File: src/rtl/wb_reg_pkg.sv
// Shared definitions for the Wishbone register slave: register map, FSM encoding,
// register bit positions and back-end command codes.
package wb_reg_pkg;

    localparam logic [1:0] ADR_CSR  = 2'd0;
    localparam logic [1:0] ADR_DPR  = 2'd1;
    localparam logic [1:0] ADR_CMDR = 2'd2;
    localparam logic [1:0] ADR_FSMR = 2'd3;

    typedef enum logic [1:0] {
        IDLE  = 2'd0,
        ISSUE = 2'd1,
        BUSY  = 2'd2
    } fsm_t;

    localparam int CSR_EN  = 7;
    localparam int CSR_IE  = 6;
    localparam int CSR_OVF = 4;

    localparam int CMDR_DON = 7;
    localparam int CMDR_NAK = 6;
    localparam int CMDR_ARL = 5;
    localparam int CMDR_ERR = 4;

    localparam logic [2:0] CMD_NOP   = 3'd0;
    localparam logic [2:0] CMD_START = 3'd1;
    localparam logic [2:0] CMD_STOP  = 3'd2;
    localparam logic [2:0] CMD_READ  = 3'd3;
    localparam logic [2:0] CMD_WRITE = 3'd4;

endpackage

File: src/rtl/wb_reg_fifo.sv
// Synchronous first-word-fall-through FIFO; a push into a full FIFO is taken
// only when a pop lands on the same cycle. The head reads zero while empty.
module wb_reg_fifo #(
    parameter int WIDTH = 8,
    parameter int DEPTH = 4,
    localparam int PW = $clog2(DEPTH),
    localparam int CW = $clog2(DEPTH + 1)
) (
    input  logic             clk,
    input  logic             rst,
    input  logic             push,
    input  logic [WIDTH-1:0] push_data,
    input  logic             pop,
    output logic [WIDTH-1:0] head,
    output logic             full,
    output logic             empty,
    output logic [CW-1:0]    count
);

    logic [WIDTH-1:0] mem_r [DEPTH];
    logic [PW-1:0]    wr_ptr_r;
    logic [PW-1:0]    rd_ptr_r;
    logic [CW-1:0]    count_r;
    logic             do_push_s;
    logic             do_pop_s;

    assign empty     = (count_r == CW'(0));
    assign full      = (count_r == CW'(DEPTH));
    assign count     = count_r;
    assign do_pop_s  = pop & ~empty;
    assign do_push_s = push & (~full | do_pop_s);
    assign head      = empty ? {WIDTH{1'b0}} : mem_r[rd_ptr_r];

    // Storage, wrapping pointers and occupancy
    always_ff @(posedge clk) begin
        if (rst) begin
            wr_ptr_r <= PW'(0);
            rd_ptr_r <= PW'(0);
            count_r  <= CW'(0);
            for (int i = 0; i < DEPTH; i++) begin
                mem_r[i] <= {WIDTH{1'b0}};
            end
        end else begin
            if (do_push_s) begin
                mem_r[wr_ptr_r] <= push_data;
                wr_ptr_r        <= wr_ptr_r + PW'(1);
            end
            if (do_pop_s) begin
                rd_ptr_r <= rd_ptr_r + PW'(1);
            end
            case ({do_push_s, do_pop_s})
                2'b10:   count_r <= count_r + CW'(1);
                2'b01:   count_r <= count_r - CW'(1);
                default: count_r <= count_r;
            endcase
        end
    end

endmodule

File: src/rtl/wb_reg_slave.sv
// Wishbone classic register front-end: CSR/DPR/CMDR/FSMR, TX FIFO and command handshake.
// Optional BUSY watchdog is compiled in with `define WB_REG_SLAVE_TIMEOUT_EN.
module wb_reg_slave
    import wb_reg_pkg::*;
#(
    parameter int ADDR_WIDTH     = 2,
    parameter int DATA_WIDTH     = 8,
    parameter int FIFO_DEPTH     = 4,
    parameter int TIMEOUT_CYCLES = 1024
) (
    input  logic                  clk_i,
    input  logic                  rst_i,
    input  logic                  cyc_i,
    input  logic                  stb_i,
    input  logic                  we_i,
    input  logic [ADDR_WIDTH-1:0] adr_i,
    input  logic [DATA_WIDTH-1:0] dat_i,
    output logic                  ack_o,
    output logic [DATA_WIDTH-1:0] dat_o,
    output logic                  irq_o,
    output logic                  cmd_valid_o,
    output logic [2:0]            cmd_o,
    input  logic                  cmd_ready_i,
    input  logic                  done_i,
    input  logic [1:0]            status_i,
    input  logic                  rx_wr_i,
    input  logic [DATA_WIDTH-1:0] rx_data_i,
    input  logic                  tx_pop_i,
    output logic [DATA_WIDTH-1:0] tx_data_o,
    output logic                  tx_empty_o
);

    localparam int CW = $clog2(FIFO_DEPTH + 1);

    fsm_t                  state_r, next_state_s;
    logic                  ack_r, irq_r, cmd_valid_r, cmd_valid_next_s;
    logic [DATA_WIDTH-1:0] dat_r, rx_r, rd_data_s;
    logic                  en_r, ie_r, ovf_r;
    logic                  don_r, nak_r, arl_r, err_r;
    logic [2:0]            cmd_r;
    logic                  tx_full_s, irq_set_s;
    logic [CW-1:0]         tx_count_s;

    // A request is only taken while ack is low, so each access acks exactly once.
    logic req_s, wr_s, rd_s;
    logic [1:0] reg_adr_s;
    assign req_s     = cyc_i & stb_i & ~ack_r;
    assign wr_s      = req_s & we_i;
    assign rd_s      = req_s & ~we_i;
    assign reg_adr_s = adr_i[1:0];

    logic csr_wr_s, dpr_wr_s, cmdr_wr_s, cmdr_rd_s;
    logic cmd_accept_s, cmd_reject_s, tx_drop_s;
    logic done_ev_s, abort_s, timeout_s;
    assign csr_wr_s     = wr_s & (reg_adr_s == ADR_CSR);
    assign dpr_wr_s     = wr_s & (reg_adr_s == ADR_DPR);
    assign cmdr_wr_s    = wr_s & (reg_adr_s == ADR_CMDR);
    assign cmdr_rd_s    = rd_s & (reg_adr_s == ADR_CMDR);
    assign cmd_accept_s = cmdr_wr_s & (state_r == IDLE) & en_r;
    assign cmd_reject_s = cmdr_wr_s & ~cmd_accept_s;
    assign tx_drop_s    = dpr_wr_s & tx_full_s & ~tx_pop_i;
    assign done_ev_s    = (state_r == BUSY) & done_i;
    assign abort_s      = ((state_r == ISSUE) | (state_r == BUSY)) & ~en_r & ~done_ev_s;

`ifdef WB_REG_SLAVE_TIMEOUT_EN
    localparam int TW = (TIMEOUT_CYCLES > 1) ? $clog2(TIMEOUT_CYCLES) : 1;
    logic [TW-1:0] wdog_r;

    // BUSY watchdog, restarts every time BUSY is entered
    always_ff @(posedge clk_i) begin
        if (rst_i) begin
            wdog_r <= TW'(0);
        end else if (state_r == BUSY) begin
            wdog_r <= wdog_r + TW'(1);
        end else begin
            wdog_r <= TW'(0);
        end
    end

    assign timeout_s = (state_r == BUSY) & (wdog_r == TW'(TIMEOUT_CYCLES - 1)) & ~done_i;
`else
    assign timeout_s = 1'b0;
`endif

    wb_reg_fifo #(.WIDTH(DATA_WIDTH), .DEPTH(FIFO_DEPTH)) u_fifo (
        .clk       (clk_i),
        .rst       (rst_i),
        .push      (dpr_wr_s),
        .push_data (dat_i),
        .pop       (tx_pop_i),
        .head      (tx_data_o),
        .full      (tx_full_s),
        .empty     (tx_empty_o),
        .count     (tx_count_s)
    );

    // FSM state register with registered handshake valid
    always_ff @(posedge clk_i) begin
        if (rst_i) begin
            state_r     <= IDLE;
            cmd_valid_r <= 1'b0;
        end else begin
            state_r     <= next_state_s;
            cmd_valid_r <= cmd_valid_next_s;
        end
    end

    // FSM next state; losing EN aborts, but a completion in BUSY takes precedence
    always_comb begin
        next_state_s = state_r;
        case (state_r)
            IDLE:    if (cmd_accept_s) next_state_s = ISSUE; else next_state_s = IDLE;
            ISSUE:   if (!en_r) next_state_s = IDLE;
                     else if (cmd_ready_i) next_state_s = BUSY;
                     else next_state_s = ISSUE;
            BUSY:    if (done_i || !en_r || timeout_s) next_state_s = IDLE; else next_state_s = BUSY;
            default: next_state_s = IDLE;
        endcase
    end

    // FSM outputs: next-cycle valid and interrupt request on return to IDLE
    always_comb begin
        cmd_valid_next_s = (next_state_s == ISSUE);
        if (ie_r && (state_r != IDLE) && (next_state_s == IDLE)) begin
            irq_set_s = 1'b1;
        end else begin
            irq_set_s = 1'b0;
        end
    end

    // Read data multiplexer
    always_comb begin
        rd_data_s = {DATA_WIDTH{1'b0}};
        case (reg_adr_s)
            ADR_CSR: begin
                rd_data_s[CSR_EN]  = en_r;
                rd_data_s[CSR_IE]  = ie_r;
                rd_data_s[CSR_OVF] = ovf_r;
            end
            ADR_DPR:  rd_data_s = rx_r;
            ADR_CMDR: begin
                rd_data_s[CMDR_DON] = don_r;
                rd_data_s[CMDR_NAK] = nak_r;
                rd_data_s[CMDR_ARL] = arl_r;
                rd_data_s[CMDR_ERR] = err_r;
                rd_data_s[2:0]      = cmd_r;
            end
            ADR_FSMR: rd_data_s = {4'(tx_count_s), 2'b00, state_r};
            default:  rd_data_s = {DATA_WIDTH{1'b0}};
        endcase
    end

    // Bus acknowledge and read data
    always_ff @(posedge clk_i) begin
        if (rst_i) begin
            ack_r <= 1'b0;
            dat_r <= {DATA_WIDTH{1'b0}};
        end else begin
            ack_r <= req_s;
            dat_r <= rd_s ? rd_data_s : {DATA_WIDTH{1'b0}};
        end
    end

    // CSR fields and sticky overflow
    always_ff @(posedge clk_i) begin
        if (rst_i) begin
            en_r  <= 1'b0;
            ie_r  <= 1'b0;
            ovf_r <= 1'b0;
        end else if (csr_wr_s) begin
            en_r  <= dat_i[CSR_EN];
            ie_r  <= dat_i[CSR_IE];
            ovf_r <= 1'b0;
        end else if (tx_drop_s) begin
            ovf_r <= 1'b1;
        end
    end

    // Receive byte register
    always_ff @(posedge clk_i) begin
        if (rst_i) begin
            rx_r <= {DATA_WIDTH{1'b0}};
        end else if (rx_wr_i) begin
            rx_r <= rx_data_i;
        end
    end

    // Command code and completion flags
    always_ff @(posedge clk_i) begin
        if (rst_i) begin
            cmd_r <= 3'd0;
            don_r <= 1'b0;
            nak_r <= 1'b0;
            arl_r <= 1'b0;
            err_r <= 1'b0;
        end else if (cmd_accept_s) begin
            cmd_r <= dat_i[2:0];
            don_r <= 1'b0;
            nak_r <= 1'b0;
            arl_r <= 1'b0;
            err_r <= 1'b0;
        end else begin
            if (cmd_reject_s) begin
                err_r <= 1'b1;
            end
            if (done_ev_s) begin
                don_r <= 1'b1;
                nak_r <= status_i[1];
                arl_r <= status_i[0];
            end else if (abort_s || timeout_s) begin
                err_r <= 1'b1;
                if (timeout_s) begin
                    don_r <= 1'b0;
                end
            end
        end
    end

    // Level interrupt; a new set beats a simultaneous CMDR read
    always_ff @(posedge clk_i) begin
        if (rst_i) begin
            irq_r <= 1'b0;
        end else if (irq_set_s) begin
            irq_r <= 1'b1;
        end else if (cmdr_rd_s) begin
            irq_r <= 1'b0;
        end
    end

    assign ack_o       = ack_r;
    assign dat_o       = dat_r;
    assign irq_o       = irq_r;
    assign cmd_valid_o = cmd_valid_r;
    assign cmd_o       = cmd_r;

endmodule
File: config.mk
export PLATFORM = sky130hd
export DESIGN_NAME = wb_reg_slave
export DESIGN_NICKNAME = d
export VERILOG_FILES = /design/src/rtl/wb_reg_pkg.sv /design/src/rtl/wb_reg_fifo.sv /design/src/rtl/wb_reg_slave.sv
export SDC_FILE = /design/constraint.sdc
export NUM_CORES = 1
export LEC_CHECK = 0
export BUFFER_PORTS_ARGS = -buffer_cell sky130_fd_sc_hd__buf_2
export CAP_MARGIN = 5
export CORE_MARGIN = 2
export CORE_UTILIZATION = 45
export DETAILED_ROUTE_END_ITERATION = 10
export PLACE_DENSITY_LB_ADDON = 0.15
export REMOVE_ABC_BUFFERS = 1
export SLEW_MARGIN = 25
export SYNTH_ARGS = -nofsm -noshare
export SYNTH_HDL_FRONTEND = slang
export SYNTH_SLANG_ARGS = --single-unit
export TNS_END_PERCENT = 10
File: constraint.sdc
create_clock -name clk_i -period 7.9 [get_ports clk_i]
set_clock_uncertainty 0.1 [all_clocks]
set_input_delay 1.185 -clock clk_i [delete_from_list [all_inputs] [get_ports clk_i]]
set_output_delay 1.185 -clock clk_i [all_outputs]
set_load 0.01 [all_outputs]
==> flow_results.org, run 1 <==
** Status
- Outcome :: complete, no violations

** STA
- Setup Viol. Count Final :: 0
- Final Hold Violating Endpoints :: 0
- Top achievable clock speed :: 306.3 MHz
- Slew Limit Fails :: 0
- The smallest clock period supported by the final layout is computed as 3.265 ns.
- For the pin with the worst max-slew slack, the measured transition is between 0.8 and 0.9 ns.
- Setup_tns :: 0 ns
- Relative slew slack :: 0.4506
- Setup repair after global routing left no endpoint under its margin.
- Of the available clock period, the critical path in the final layout requires 0.4133.

** Worst setup path
- The kind of cell with the highest combined delay along the critical path is simple AND/OR/NAND/NOR gates.
- Traced cell by cell, the critical path runs through buf_2, or4b_1, and3_4, inv_4, ha_1, inv_1, fa_1, xor2_1, or3_1, a21oi_1.
- In this run the critical register-to-register path is captured at u_fifo.count[2]$_SDFFE_PP0P_.
- Number of cells on the worst reg-to-reg path :: 9
- RR Startpoint :: u_fifo.count[0]$_SDFFE_PP0P_
- Setup slack on the worst reg-to-reg path comes out at around 5.2 ns.
- Slowest cell on the critical path :: sky130_fd_sc_hd__or4b_1
- Along the worst path, the maximum fanout reaches 16.
- Count of buffering cells on the critical path with inverters included :: 3
- Required arrival time at the worst endpoint :: 8.06 ns
- Crit path kind :: input pin to flop
- The worst setup path is captured at a flop.
- At the worst endpoint, the arrival time is 3.42 ns.
- The worst setup path is launched from an input pin.
- In this design, the stage delay of the slowest critical-path cell is approximately 0.50 ns.

** Final layout
- Ant. Diodes :: 0
- The filler cells instantiated in the layout total 610.
- Number of non-filler instances in the completed layout :: 421
- The library cell used most frequently in the layout, excluding fill and tap cells, is sky130_fd_sc_hd__nor2_1.
- P&R area growth vs syn :: 14.99%
- The net count of the finished layout is about 360.
- Ratio of cells with drive above 1 in the final layout :: 0.2677
- Commonest cells after routing, fill and taps aside :: sky130_fd_sc_hd__nor2_1, sky130_fd_sc_hd__buf_2, sky130_fd_sc_hd__dfxtp_1

** Drt
- Remaining routing DRC violations :: 0
- The final route contains roughly 2100 vias.
- DRT iter0 DRCs :: about 110
- Dividing the detail-routed via count by the number of cells gives between 5 and 6.
- The detail route stage leaves a number of antenna-violating nets equal to 0.
- Before antenna repair, the detailed router went through 4 iterations.
- Wires add up to between 6 and 7 mm.
- Post-detailed-route wirelength per cell :: 15.26 um

** Clocking
- Clk Latency, worst-skew pair :: roughly 0.33 ns
- Number of cells upsized or downsized after cts :: 0
- CTS Hold Buffers Added :: 0
- The clock passes through at most 2 buffers.
- The H-tree was split into 3 levels.
- Once the clock tree was built, the setup fixing pass inserted 0 buffers.
- TritonCTS built the clock tree.
- For this design, the sink count on the clock tree is 72.
- Root buffer selected by CTS :: sky130_fd_sc_hd__clkbuf_8
- Clock-pin slew on the worst setup and hold paths :: 0.07 ns
- Clock buffer count from CTS :: 9

** Yosys
- Cell accounting for the most synthesized area :: sky130_fd_sc_hd__edfxtp_1
- Of the post-synthesis cell area, the dominant cell type holds 0.3038.
- Yosys printed 0 warnings.
- Share of synthesized area occupied by flip-flops and latches :: 0.5570
- In this run the mean area of a mapped cell was roughly 12 um^2.
- Ranked by total cell area, the synthesized netlist is headed by sky130_fd_sc_hd__edfxtp_1, sky130_fd_sc_hd__dfxtp_1, sky130_fd_sc_hd__mux4_2, sky130_fd_sc_hd__nor2_1, sky130_fd_sc_hd__mux2i_1.
- Post-synthesis instance total :: 273
- After synthesis the netlist holds a flip-flop and latch count of 72.
- Post-synthesis instance area :: 3163 um^2
- In this run, distinct cell masters in the synthesized netlist total 41.

** Job
- Max Cap Viol :: 0

** Hold path
- Hold path start :: rx_r[3]$_SDFFE_PP0P_
- Hold Crit Endpoint :: dat_o[3]$_SDFF_PP0_
- Along the worst hold path, the cell count comes to 2.
- Class of the tightest hold or removal check :: flop to flop

** Power and ir drop
- Power per standard cell area :: 195.5 nW/um^2
- Summed over all cells, the static leakage comes to 1.399 nW.
- Worst-case vdd ir drop :: 0.08206 mV

** Floorplanning
- Total core area :: 6794 um^2
- For this configuration, the core starts out at a cell density of 0.4656.
- Row generation in the floorplan step produced 30 rows.
- Die Footprint :: 7716 um^2
- Die Wd :: 87.84 um
- Die boundary height :: 87.84 um
- Num ports :: 52

** Global routing
- Global-route wire length before repair :: 10.17 mm
- Across every metal layer, demand over resource in global routing totals 0.1805.
- Initial antenna violation count :: 0
- Global routing finished with a remaining overflow of 0.
- Largest net degree at the start of global routing :: 46
- The number of global-route vias before repair was approximately 1900.

** Placed design
- At the end of routability-driven placement, the weighted congestion stood at 0.7879.
- # placed instances :: 405
- The wire-length estimate of the detail-placed layout is approximately 4.5 mm.
- The count of buffers added on input and output ports is 51.
==> through the flow <==
stage / hold slack [ns] / instance area (um^2) / total power [mW] / worst slack (ns) / util
2_1_floorplan: 0.3090 / 3079 / 0.4375 / 4.587 / -
3_3_place_gp: 0.3452 / 3462 / 0.4618 / 4.350 / 0.5096
3_5_place_dp: 0.3293 / 3462 / 0.4627 / 4.302 / 0.5096
4_1_cts: 0.3454 / 3637 / 0.7168 / 4.639 / 0.5354
5_1_grt: 0.3763 / 3637 / 0.7406 / 4.504 / 0.5354
6_report: 0.3443 / 3637 / 0.7112 / 4.635 / 0.5354
==> sequential cells by signal, indices dropped and copies added (netlist names), named ones only <==
register         flops
en_r                 1
u_fifo.mem_r        32
err_r                1
dat_o                8
rx_r                 8
nak_r                1
ovf_r                1
state_r              2
don_r                1
cmd_valid_o          1
ack_o                1
cmd_o                3
u_fifo.rd_ptr_r      2
u_fifo.count         3
arl_r                1
ie_r                 1
u_fifo.wr_ptr_r      2
irq_o                1
==> layout make-up <==
cell class                 count  area, um^2  share of cell area
inverter                       9       36.28            0.009976
clock buffer                  11       141.4             0.03887
sequential                    72        1762              0.4843
tap                           96       120.1             0.03302
clock inverter                 5       33.78            0.009288
multi-input combinational    176        1281              0.3523
timing repair buffer          52       262.8             0.07224
==> synth_stat cells <==
cell / instances
sky130_fd_sc_hd__mux4_2: 10
sky130_fd_sc_hd__o21ai_0: 3
sky130_fd_sc_hd__inv_4: 1
sky130_fd_sc_hd__nand2_1: 5
sky130_fd_sc_hd__nand3_1: 2
sky130_fd_sc_hd__a21oi_1: 7
sky130_fd_sc_hd__or4b_1: 1
sky130_fd_sc_hd__nor2_2: 2
sky130_fd_sc_hd__a211oi_1: 1
sky130_fd_sc_hd__nor3_1: 10
sky130_fd_sc_hd__inv_1: 8
sky130_fd_sc_hd__ha_1: 5
sky130_fd_sc_hd__mux2_2: 3
sky130_fd_sc_hd__nor2b_4: 1
sky130_fd_sc_hd__fa_1: 1
sky130_fd_sc_hd__edfxtp_1: 32
sky130_fd_sc_hd__mux2i_1: 16
sky130_fd_sc_hd__buf_2: 4
sky130_fd_sc_hd__xnor2_1: 2
sky130_fd_sc_hd__xor2_1: 3
sky130_fd_sc_hd__and3_1: 1
sky130_fd_sc_hd__dfxtp_1: 40
sky130_fd_sc_hd__nand2b_1: 11
sky130_fd_sc_hd__nand3b_1: 3
sky130_fd_sc_hd__o21a_1: 1
sky130_fd_sc_hd__and4b_1: 3
sky130_fd_sc_hd__nor3b_1: 2
sky130_fd_sc_hd__nand4b_1: 1
sky130_fd_sc_hd__a21oi_4: 1
sky130_fd_sc_hd__a31o_2: 1
sky130_fd_sc_hd__and4_1: 1
sky130_fd_sc_hd__and3_4: 1
sky130_fd_sc_hd__clkbuf_1: 9
sky130_fd_sc_hd__o31ai_1: 1
sky130_fd_sc_hd__or3_1: 4
sky130_fd_sc_hd__a22oi_1: 4
sky130_fd_sc_hd__a31oi_1: 1
sky130_fd_sc_hd__buf_6: 2
sky130_fd_sc_hd__buf_4: 1
sky130_fd_sc_hd__nor2_1: 54
sky130_fd_sc_hd__nor2b_1: 14
==> logic make-up (layout without fill, tap and decap cells) <==
logic type / count (synthesis) / in the layout / share of synthesized area
AND/OR/NAND/NOR: 116 / 116 / 0.1903
flip-flops: 72 / 72 / 0.5570
multiplexers: 29 / 29 / 0.1325
buffers and inverters: 25 / 77 / 0.03798
AO/OA/AOI/OAI: 20 / 20 / 0.04233
adder cells (fa/ha/maj): 6 / 6 / 0.02611
XOR/XNOR: 5 / 5 / 0.01385
==> power by group <==
group          internal [mW]  switching (mW)  leakage (nW)
registers              0.398         0.00571         0.656
clock network          0.122           0.136        0.0853
logic                 0.0223          0.0277         0.657
==> layer usage <==
layer | track usage | up-vias | part of all wire
li1 | - | 1049 | -
met4 | 0.06713 | 0 | 0.016
met1 | 0.2692 | 1046 | 0.51
met5 | 0 | - | 0
met2 | 0.2596 | 44 | 0.44
met3 | 0.03864 | 8 | 0.035
==> worst max-delay path by stage <==
stage              from                      endpoint  slack, ns  cells after the start
3_3_place_gp   tx_pop_i  u_fifo.count[2]$_SDFFE_PP0P_       4.35                     10
5_1_grt        tx_pop_i  u_fifo.count[2]$_SDFFE_PP0P_       4.50                     10
2_1_floorplan  tx_pop_i  u_fifo.count[2]$_SDFFE_PP0P_       4.59                      9
6_report       tx_pop_i  u_fifo.count[2]$_SDFFE_PP0P_       4.64                     10
4_1_cts        tx_pop_i  u_fifo.count[2]$_SDFFE_PP0P_       4.64                     10
3_5_place_dp   tx_pop_i  u_fifo.count[2]$_SDFFE_PP0P_       4.30                     10
==> worst register-to-register path, stage by stage, from the launching register on <==
cell and delay [ns]:
sky130_fd_sc_hd__dfxtp_1 0.36, sky130_fd_sc_hd__or4b_1 0.57, sky130_fd_sc_hd__and3_4 0.22, sky130_fd_sc_hd__inv_4 0.14, sky130_fd_sc_hd__ha_1 0.22, sky130_fd_sc_hd__inv_1 0.06
sky130_fd_sc_hd__fa_1 0.37, sky130_fd_sc_hd__xor2_1 0.15, sky130_fd_sc_hd__or3_1 0.31, sky130_fd_sc_hd__a21oi_1 0.14
Note: power is estimated with default switching activity, not from simulation.
==> run 2: changes to the inputs <==
Settings changed: ABC_AREA set to 1.
Clock period 7.9 ns to 3.35 ns, I/O delays scaled along.
==> flow_results.org, run 2 <==
** Yosys
- Number of synthesized flops with an enable pin :: 32 (unchanged)
- The mean cell area of the mapped netlist came to 8.758 um^2 (was 11.59 um^2).
- Async SR Flop Fraction :: 0 (unchanged)
- The netlist area before placement is 3092 um^2 (was 3163 um^2).
- Largest cells by area after synthesis :: sky130_fd_sc_hd__edfxtp_1, sky130_fd_sc_hd__dfxtp_1, sky130_fd_sc_hd__nor2_1, sky130_fd_sc_hd__o21ai_0, sky130_fd_sc_hd__a21oi_1 (was sky130_fd_sc_hd__edfxtp_1, sky130_fd_sc_hd__dfxtp_1, sky130_fd_sc_hd__mux4_2, sky130_fd_sc_hd__nor2_1, sky130_fd_sc_hd__mux2i_1)
- Most numerous cell in the Yosys netlist :: sky130_fd_sc_hd__nor2_1 (unchanged)
- The flip-flop cell with the highest count after synthesis is sky130_fd_sc_hd__dfxtp_1 (unchanged).
- Area share of the largest cell type after synthesis :: 0.3108 (was 0.3038)
- Most instantiated cells after synthesis: sky130_fd_sc_hd__nor2_1, sky130_fd_sc_hd__dfxtp_1, sky130_fd_sc_hd__o21ai_0, sky130_fd_sc_hd__inv_1, sky130_fd_sc_hd__nand2_1 (was sky130_fd_sc_hd__nor2_1, sky130_fd_sc_hd__dfxtp_1, sky130_fd_sc_hd__edfxtp_1, sky130_fd_sc_hd__mux2i_1, sky130_fd_sc_hd__nor2b_1).
- Netlist cell types :: 30 (was 41)
- The post-synthesis cell type with the largest combined area is sky130_fd_sc_hd__edfxtp_1 (unchanged).
- The post-synthesis cell count is 353 (was 273).
- The Yosys warning count came to 0 (unchanged).
- Share of synthesized area occupied by flip-flops and latches :: 0.5698 (was 0.5570)
- Number of synthesized register bits :: 72 (unchanged)

** Drt
- Met3 routed wirelength :: 478 um (was 224 um)
- Post-detailed-route wirelength per cell :: 14.31 um (was 15.26 um)
- Remaining routing DRC violations :: 0 (unchanged)
- The wire length on met2 was 2.953 mm (was 2.818 mm).
- The total routed wirelength was 7.099 mm (was 6.426 mm).
- The number of detailed-routing iterations run before antenna repair was 4 (unchanged).
- Antenna violation net count after detailed routing :: 0 (unchanged)
- Total number of vias :: 2541 (was 2147)
- The highest signal layer in the routed design is met4 (unchanged).
- Average vias per placed instance :: 5.123 (was 5.100)
- DRT iter0 DRCs :: 167 (was 113)
- Routed length on met1 :: 3.523 mm (was 3.281 mm)

** Final layout
- The number of flip-flops under the largest register name came to 32 (unchanged).
- Top reg by flops :: u_fifo.mem_r (unchanged)
- The final non-filler cell total is 496 (was 421).
- Ant. Diodes :: 0 (unchanged)
- Nets@finish :: 446 (was 355)
- P&R area growth vs syn :: 16.63% (was 14.99%)
- Ratio of cells with drive above 1 in the final layout :: 0.1899 (was 0.2677)
- Most common library cell in the layout ignoring fill and taps :: sky130_fd_sc_hd__nor2_1 (unchanged)
- Util after Layout :: 0.5367 (was 0.5354)
- Commonest cells after routing, fill and taps aside :: sky130_fd_sc_hd__nor2_1, sky130_fd_sc_hd__buf_2, sky130_fd_sc_hd__o21ai_0, sky130_fd_sc_hd__dfxtp_1, sky130_fd_sc_hd__inv_1 (was sky130_fd_sc_hd__nor2_1, sky130_fd_sc_hd__buf_2, sky130_fd_sc_hd__dfxtp_1)

** Clocking
- Number of levels in the clock H-tree :: 3 (unchanged)
- The TritonCTS clock tree is yes (unchanged).
- The clock latency on the worst-skew pair came to 0.34 ns (was 0.33 ns).
- The master cell of the clock root buffer was sky130_fd_sc_hd__clkbuf_8 (unchanged).
- Clock buffer count from CTS :: 9 (unchanged)
- Buffer levels on the longest clock path :: 2 (unchanged)
- Count of buffers added by post-CTS timing repair for setup :: 0 (unchanged)
- Clock-pin slew on the worst setup and hold paths :: 0.06 ns (was 0.07 ns)
- The total of hold buffers inserted after clock tree synthesis came to 0 (unchanged).
- The number of sinks on the clock net came to 72 (unchanged).
- The post-cts gate resize count is 0 (unchanged).

** STA
- Relative slew slack :: 0.4824 (was 0.4506)
- Setup Viol. Count Final :: 0 (unchanged)
- The worst-margin pin slew came to 0.7683 ns (was 0.8241 ns).
- The aggregate negative setup slack came to 0 ns (unchanged).
- Top achievable clock speed :: 399.5 MHz
- RSZ-0062 raised after global routing: false (unchanged).
- Time the final worst path needs with I/O delays and setup :: 2.503 ns
- Slew Limit Fails :: 0 (unchanged)
- In the finished design, the share of the clock period the worst path needs comes to 0.7472.
- The count of endpoints failing hold in the final timing report was 0 (unchanged).

** Worst setup path
- The arrival time of data at the critical path endpoint was 1.90 ns (was 3.42 ns).
- The maximum fanout count along the critical path was 17 (was 16).
- The critical path endpoint category is an output pin (was flop).
- The data required time of the worst path is 2.75 ns (was 8.06 ns).
- The type of the worst setup path was flop to output pin (was input pin to flop).
- Kind of start point of the critical path :: flop (was input pin)

** Placed design
- The half-perimeter wire length after placement came to 5.192 mm (was 4.523 mm).
- Routability cong. :: 0.8434 (was 0.7879)
- # placed instances :: 480 (was 405)
- The number of buffer cells added on primary ports was 51 (unchanged).

** Power and ir drop
- Worst-case vdd ir drop :: 0.2725 mV (was 0.08206 mV)
- The static leakage is 1.501 nW (was 1.399 nW).
- Power per standard cell area :: 517.0 nW/um^2 (was 195.5 nW/um^2)

** Hold path
- Class of the tightest hold or removal check :: input pin to flop (was flop to flop)

** Global routing
- Global-route wire length before repair :: 11.43 mm (was 10.17 mm)
- The global-route usage over all layers came to 0.2031 (was 0.1805).
- Initial antenna violation count :: 0 (unchanged)
- The total grt overflow is 0 (unchanged).
- The number of global-route vias before repair is 2309 (was 1937).
- Largest net degree at the start of global routing :: 18 (was 46)

** Floorplanning
- Die boundary height :: 86.89 um (was 87.84 um)
- Num ports :: 52 (unchanged)
- Die Footprint :: 7550 um^2 (was 7716 um^2)
- Count of standard-cell rows :: 30 (unchanged)
- Die Wd :: 86.89 um (was 87.84 um)
- Starting Density :: 0.4601 (was 0.4656)
- The core area was 6719 um^2 (was 6794 um^2).

** Status
- Outcome :: complete, no violations (unchanged)

** Job
- Max Cap Viol :: 0 (unchanged)
run 2: logic make-up after synthesis:
logic type               after synthesis  synth area share
buffers and inverters                 47           0.06029
AO/OA/AOI/OAI                         79            0.1315
adder cells (fa/ha/maj)                6           0.02671
flip-flops                            72            0.5698
AND/OR/NAND/NOR                      149            0.2117
run 2: area by class of cell:
cell class	instances	area, um^2
Fill cell	648	3113
Sequential cell	72	1762
Multi-Input combinational cell	234	1144
Timing Repair Buffer	54	277.8
Clock buffer	15	166.4
Inverter	40	151.4
Tap cell	80	100.1
Clock inverter	1	5.005
run 2: worst max-delay path, cell delays in order, from the launching register on:
cell                      delay [ns]
sky130_fd_sc_hd__dfxtp_1        0.72
sky130_fd_sc_hd__inv_2          0.26
sky130_fd_sc_hd__o21ai_0        0.33
sky130_fd_sc_hd__a21oi_1        0.11
sky130_fd_sc_hd__buf_2          0.14
run 2: final timing paths:
kind	cells after the start	to	startpoint	slack (ns)
setup / recovery	4	tx_data_o[6]	flop	0.85
hold / removal	3	rx_r[7]$_SDFFE_PP0P_	rx_data_i[7]	0.28
setup reg to reg	10	u_fifo.count[2]$_SDFFE_PP0P_	u_fifo.count[1]$_SDFFE_PP0P_	1.17
hold reg to reg	2	flop	u_fifo.rd_ptr_r[1]$_SDFFE_PP0P_	0.36
run 2: metrics by stage:
| stage | total power [mW] | setup WS [ns] | hold slack (ns) | area, um^2 |
|---|---|---|---|---|
| after CTS | 1.873 | 0.7959 | 0.2743 | 3606 |
| after detailed placement | 1.277 | 0.9476 | 0.3556 | 3435 |
| after global placement | 1.273 | 1.005 | 0.3538 | 3435 |
| final | 1.864 | 0.8470 | 0.2824 | 3606 |
| after floorplan | 1.158 | 1.274 | 0.3211 | 3057 |
| after global routing | 1.957 | 0.6877 | 0.2776 | 3606 |
run 2: power breakdown:
part	switching [mW]	internal [mW]
clock	0.298	0.310
combinational	0.173	0.0953
sequential	0.0370	0.952
run 2: metal layers:
layer | vias up | global-route usage
met4 | 0 | 0.1065
met2 | 82 | 0.2894
li1 | 1288 | -
met3 | 15 | 0.03981
met5 | - | 0
met1 | 1156 | 0.2917
==> run 3: changes to the inputs <==
Settings changed: ABC_AREA 1 to 0.
Clock period 3.35 ns to 2.1 ns, I/O delays scaled along.
==> flow_results.org, run 3 (synthesized netlist as in run 1, its figures left out) <==
** Final layout
- The most frequent standard cell in the layout excluding fill and tap cells is sky130_fd_sc_hd__nor2_1 (unchanged).
- Fillers :: 614 (was 648)
- The register name with the most flops is u_fifo.mem_r (unchanged).
- Ant. Diodes :: 0 (unchanged)
- Commonest cells after routing, fill and taps aside: sky130_fd_sc_hd__nor2_1, sky130_fd_sc_hd__buf_2, sky130_fd_sc_hd__dfxtp_1 (was sky130_fd_sc_hd__nor2_1, sky130_fd_sc_hd__buf_2, sky130_fd_sc_hd__o21ai_0, sky130_fd_sc_hd__dfxtp_1, sky130_fd_sc_hd__inv_1).
- Max reg flops :: 32 (unchanged)
- The number of nets in the layout was 388 (was 446).
- The share of cells above drive strength 1 was 0.3575 (was 0.1899).
- P&R area growth vs syn :: 24.96% (was 16.63%)
- Util after Layout :: 0.5818 (was 0.5367)

** Worst setup path
- Required arrival time at the worst endpoint :: 2.26 ns (was 2.75 ns)
- Critical path peak fanout :: 2 (was 17)
- Data arrival, critical path :: 2.53 ns (was 1.90 ns)
- Kind of start point of the critical path :: flop (unchanged)
- Crit path kind :: flop to flop (was flop to output pin)
- The register-to-register setup slack was -0.26 ns (was 1.17 ns).
- Number of cells on the worst reg-to-reg path :: 9 (was 10)
- Type of element capturing the critical path :: flop (was output pin)

** Clocking
- The number of sinks on the clock net was 72 (unchanged).
- The maximum clock insertion buffer count is 2 (unchanged).
- Clock buffer count from CTS :: 9 (unchanged)
- CTS tree :: yes (unchanged)
- The clock latency on the worst-skew pair came to 0.33 ns (was 0.34 ns).
- The clock-pin slew of the registers on the worst-case setup and hold paths was 0.08 ns (was 0.06 ns).
- CTS Hold Buffers Added :: 0 (unchanged)
- Root buffer selected by CTS :: sky130_fd_sc_hd__clkbuf_8 (unchanged)
- The maximum level of the CTS H-tree was 3 (unchanged).

** Placed design
- The half-perimeter wire length after placement is 4.887 mm (was 5.192 mm).
- The routability-driven placement congestion ratio came to 0.8382 (was 0.8434).
- The number of buffer cells added on primary ports is 51 (unchanged).

** Global routing
- Initial antenna violation count :: 0 (unchanged)
- Vias in the first global route :: 2210 (was 2309)
- Largest net degree at the start of global routing :: 32 (was 18)
- The total grt overflow was 0 (unchanged).
- The first-pass GRT wire length came to 10.78 mm (was 11.43 mm).
- The global-route usage over all layers is 0.1880 (was 0.2031).

** STA
- The worst path in the final design needs a cycle of 2.365 ns, including I/O delays and setup.
- Derived from the worst setup path, the maximum achievable clock frequency is 422.9 MHz.
- Final-layout worst hold slack :: 0.1137 ns (was 0.2824 ns)
- Relative slew slack :: 0.6212 (was 0.4824)
- The count of endpoints failing hold in the final timing report came to 0 (unchanged).
- Slew of the pin with the lowest slew margin :: 0.5683 ns (was 0.7683 ns)
- RSZ-0062 raised after global routing :: true (was false)
- Final cycle utilization of the critical path :: 1.126
- The worst setup slack after layout is -0.2647 ns (was 0.8470 ns).
- Setup Viol. Count Final :: 7 (was 0)
- Slew Limit Fails :: 0 (unchanged)

** Drt
- The number of vias per cell after detailed routing came to 4.989 (was 5.123).
- Routed Wire Length :: 6.710 mm (was 7.099 mm)
- The number of remaining DRC errors was 0 (unchanged).
- The starting DRC count in detailed routing was 157 (was 167).
- The count of nets left with antenna violations after detail routing came to 0 (unchanged).
- Total number of vias :: 2265 (was 2541)
- The detail-routed net length per standard cell was 14.78 um (was 14.31 um).
- The highest signal layer in the routed design is met4 (unchanged).
- Met3 routed wirelength :: 375 um (was 478 um)
- Iteration count of the initial detailed-routing pass :: 4 (unchanged)
- The wire length on met2 came to 3.211 mm (was 2.953 mm).
- The routed metal-1 wirelength was 3.061 mm (was 3.523 mm).

** Floorplanning
- The starting density of the core was 0.4656 (was 0.4601).
- Die boundary height :: 87.84 um (was 86.89 um)
- The count of pins on the block boundary was 52 (unchanged).
- The core area is 6794 um^2 (was 6719 um^2).
- Die Wd :: 87.84 um (was 86.89 um)
- The number of core rows came to 30 (unchanged).
- Die Footprint :: 7716 um^2 (was 7550 um^2)

** Power and ir drop
- Post-layout power :: 2.786 mW (was 1.864 mW)
- Leakage power summed over all cells :: 1.585 nW (was 1.501 nW)
- Power per standard cell area :: 704.9 nW/um^2 (was 517.0 nW/um^2)
- The peak supply drop is 0.4455 mV (was 0.2725 mV).

** Hold path
- The cell depth of the worst hold path was 3 (unchanged).
- Class of the tightest hold or removal check :: input pin to flop (unchanged)

** Status
- Outcome: finished with violations (was complete, no violations).
- The checks that failed: setup timing.

** Job
- The max-capacitance violation count was 0 (unchanged).
[run 3: changes by cell type in the layout (fill, tap and decap cells not counted), moves of 10 or more]
cell	previous run	this run
sky130_fd_sc_hd__a21oi_1	33	6
sky130_fd_sc_hd__buf_4	3	31
sky130_fd_sc_hd__inv_1	36	7
sky130_fd_sc_hd__mux2i_1	0	16
sky130_fd_sc_hd__mux4_2	0	10
sky130_fd_sc_hd__nand2_1	35	5
sky130_fd_sc_hd__nand2b_1	0	11
sky130_fd_sc_hd__nor2_1	86	54
sky130_fd_sc_hd__nor2b_1	0	14
sky130_fd_sc_hd__o21ai_0	40	3
[run 3: metal layers]
metal,vias up,global-route usage
met5,-,0
met4,0,0.06993
met3,7,0.04147
met2,66,0.2968
met1,1079,0.2556
li1,1113,-
[run 3: area by class of cell]
class | instances | area (um^2) | area share
Clock buffer | 10 | 127.6 | 0.03229
Clock inverter | 6 | 60.06 | 0.01519
Inverter | 9 | 36.28 | 0.009180
Multi-Input combinational cell | 176 | 1314 | 0.3324
Sequential cell | 72 | 1764 | 0.4463
Tap cell | 96 | 120.1 | 0.03039
Timing Repair Buffer | 85 | 530.5 | 0.1342
[run 3: final timing paths]
check / from / end
max reg2reg: u_fifo.count[0]$_SDFFE_PP0P_ / u_fifo.count[2]$_SDFFE_PP0P_
min: rx_data_i[1] / rx_r[1]$_SDFFE_PP0P_
max: u_fifo.count[0]$_SDFFE_PP0P_ / u_fifo.count[2]$_SDFFE_PP0P_
min reg2reg: rx_r[3]$_SDFFE_PP0P_ / dat_o[3]$_SDFF_PP0_
[run 3: repair_timing]
action                                  4_1_cts  5_1_grt
endpoints found under the setup margin       10       25
pin swaps                                     1        0
setup buffers                                 0        1
resized for setup                             3       12
[run 3: power by group]
part / switching [mW] / internal (mW)
sequential: 0.0145 / 1.50
clock: 0.497 / 0.543
combinational: 0.120 / 0.116
[run 3: through the flow]
step / instances / instance area [um^2] / setup slack, ns / setup TNS (ns)
after floorplan: 257 / 3079 / -0.3985 / -0.6555
after global placement: 437 / 3702 / -0.3965 / -1.234
after detailed placement: 437 / 3702 / -0.4673 / -1.860
after CTS: 453 / 3900 / -0.3031 / -0.4335
after global routing: 454 / 3953 / -0.3256 / -1.572
final: 454 / 3953 / -0.2647 / -0.4155
[run 3: worst max-delay path, stage by stage (launching register included)]
cell	delay (ns)
sky130_fd_sc_hd__dfxtp_2	0.32
sky130_fd_sc_hd__or4b_4	0.54
sky130_fd_sc_hd__and3_4	0.20
sky130_fd_sc_hd__inv_4	0.06
sky130_fd_sc_hd__ha_4	0.12
sky130_fd_sc_hd__inv_2	0.03
sky130_fd_sc_hd__fa_2	0.32
sky130_fd_sc_hd__xor2_1	0.15
sky130_fd_sc_hd__or3_1	0.32
sky130_fd_sc_hd__a21oi_2	0.12
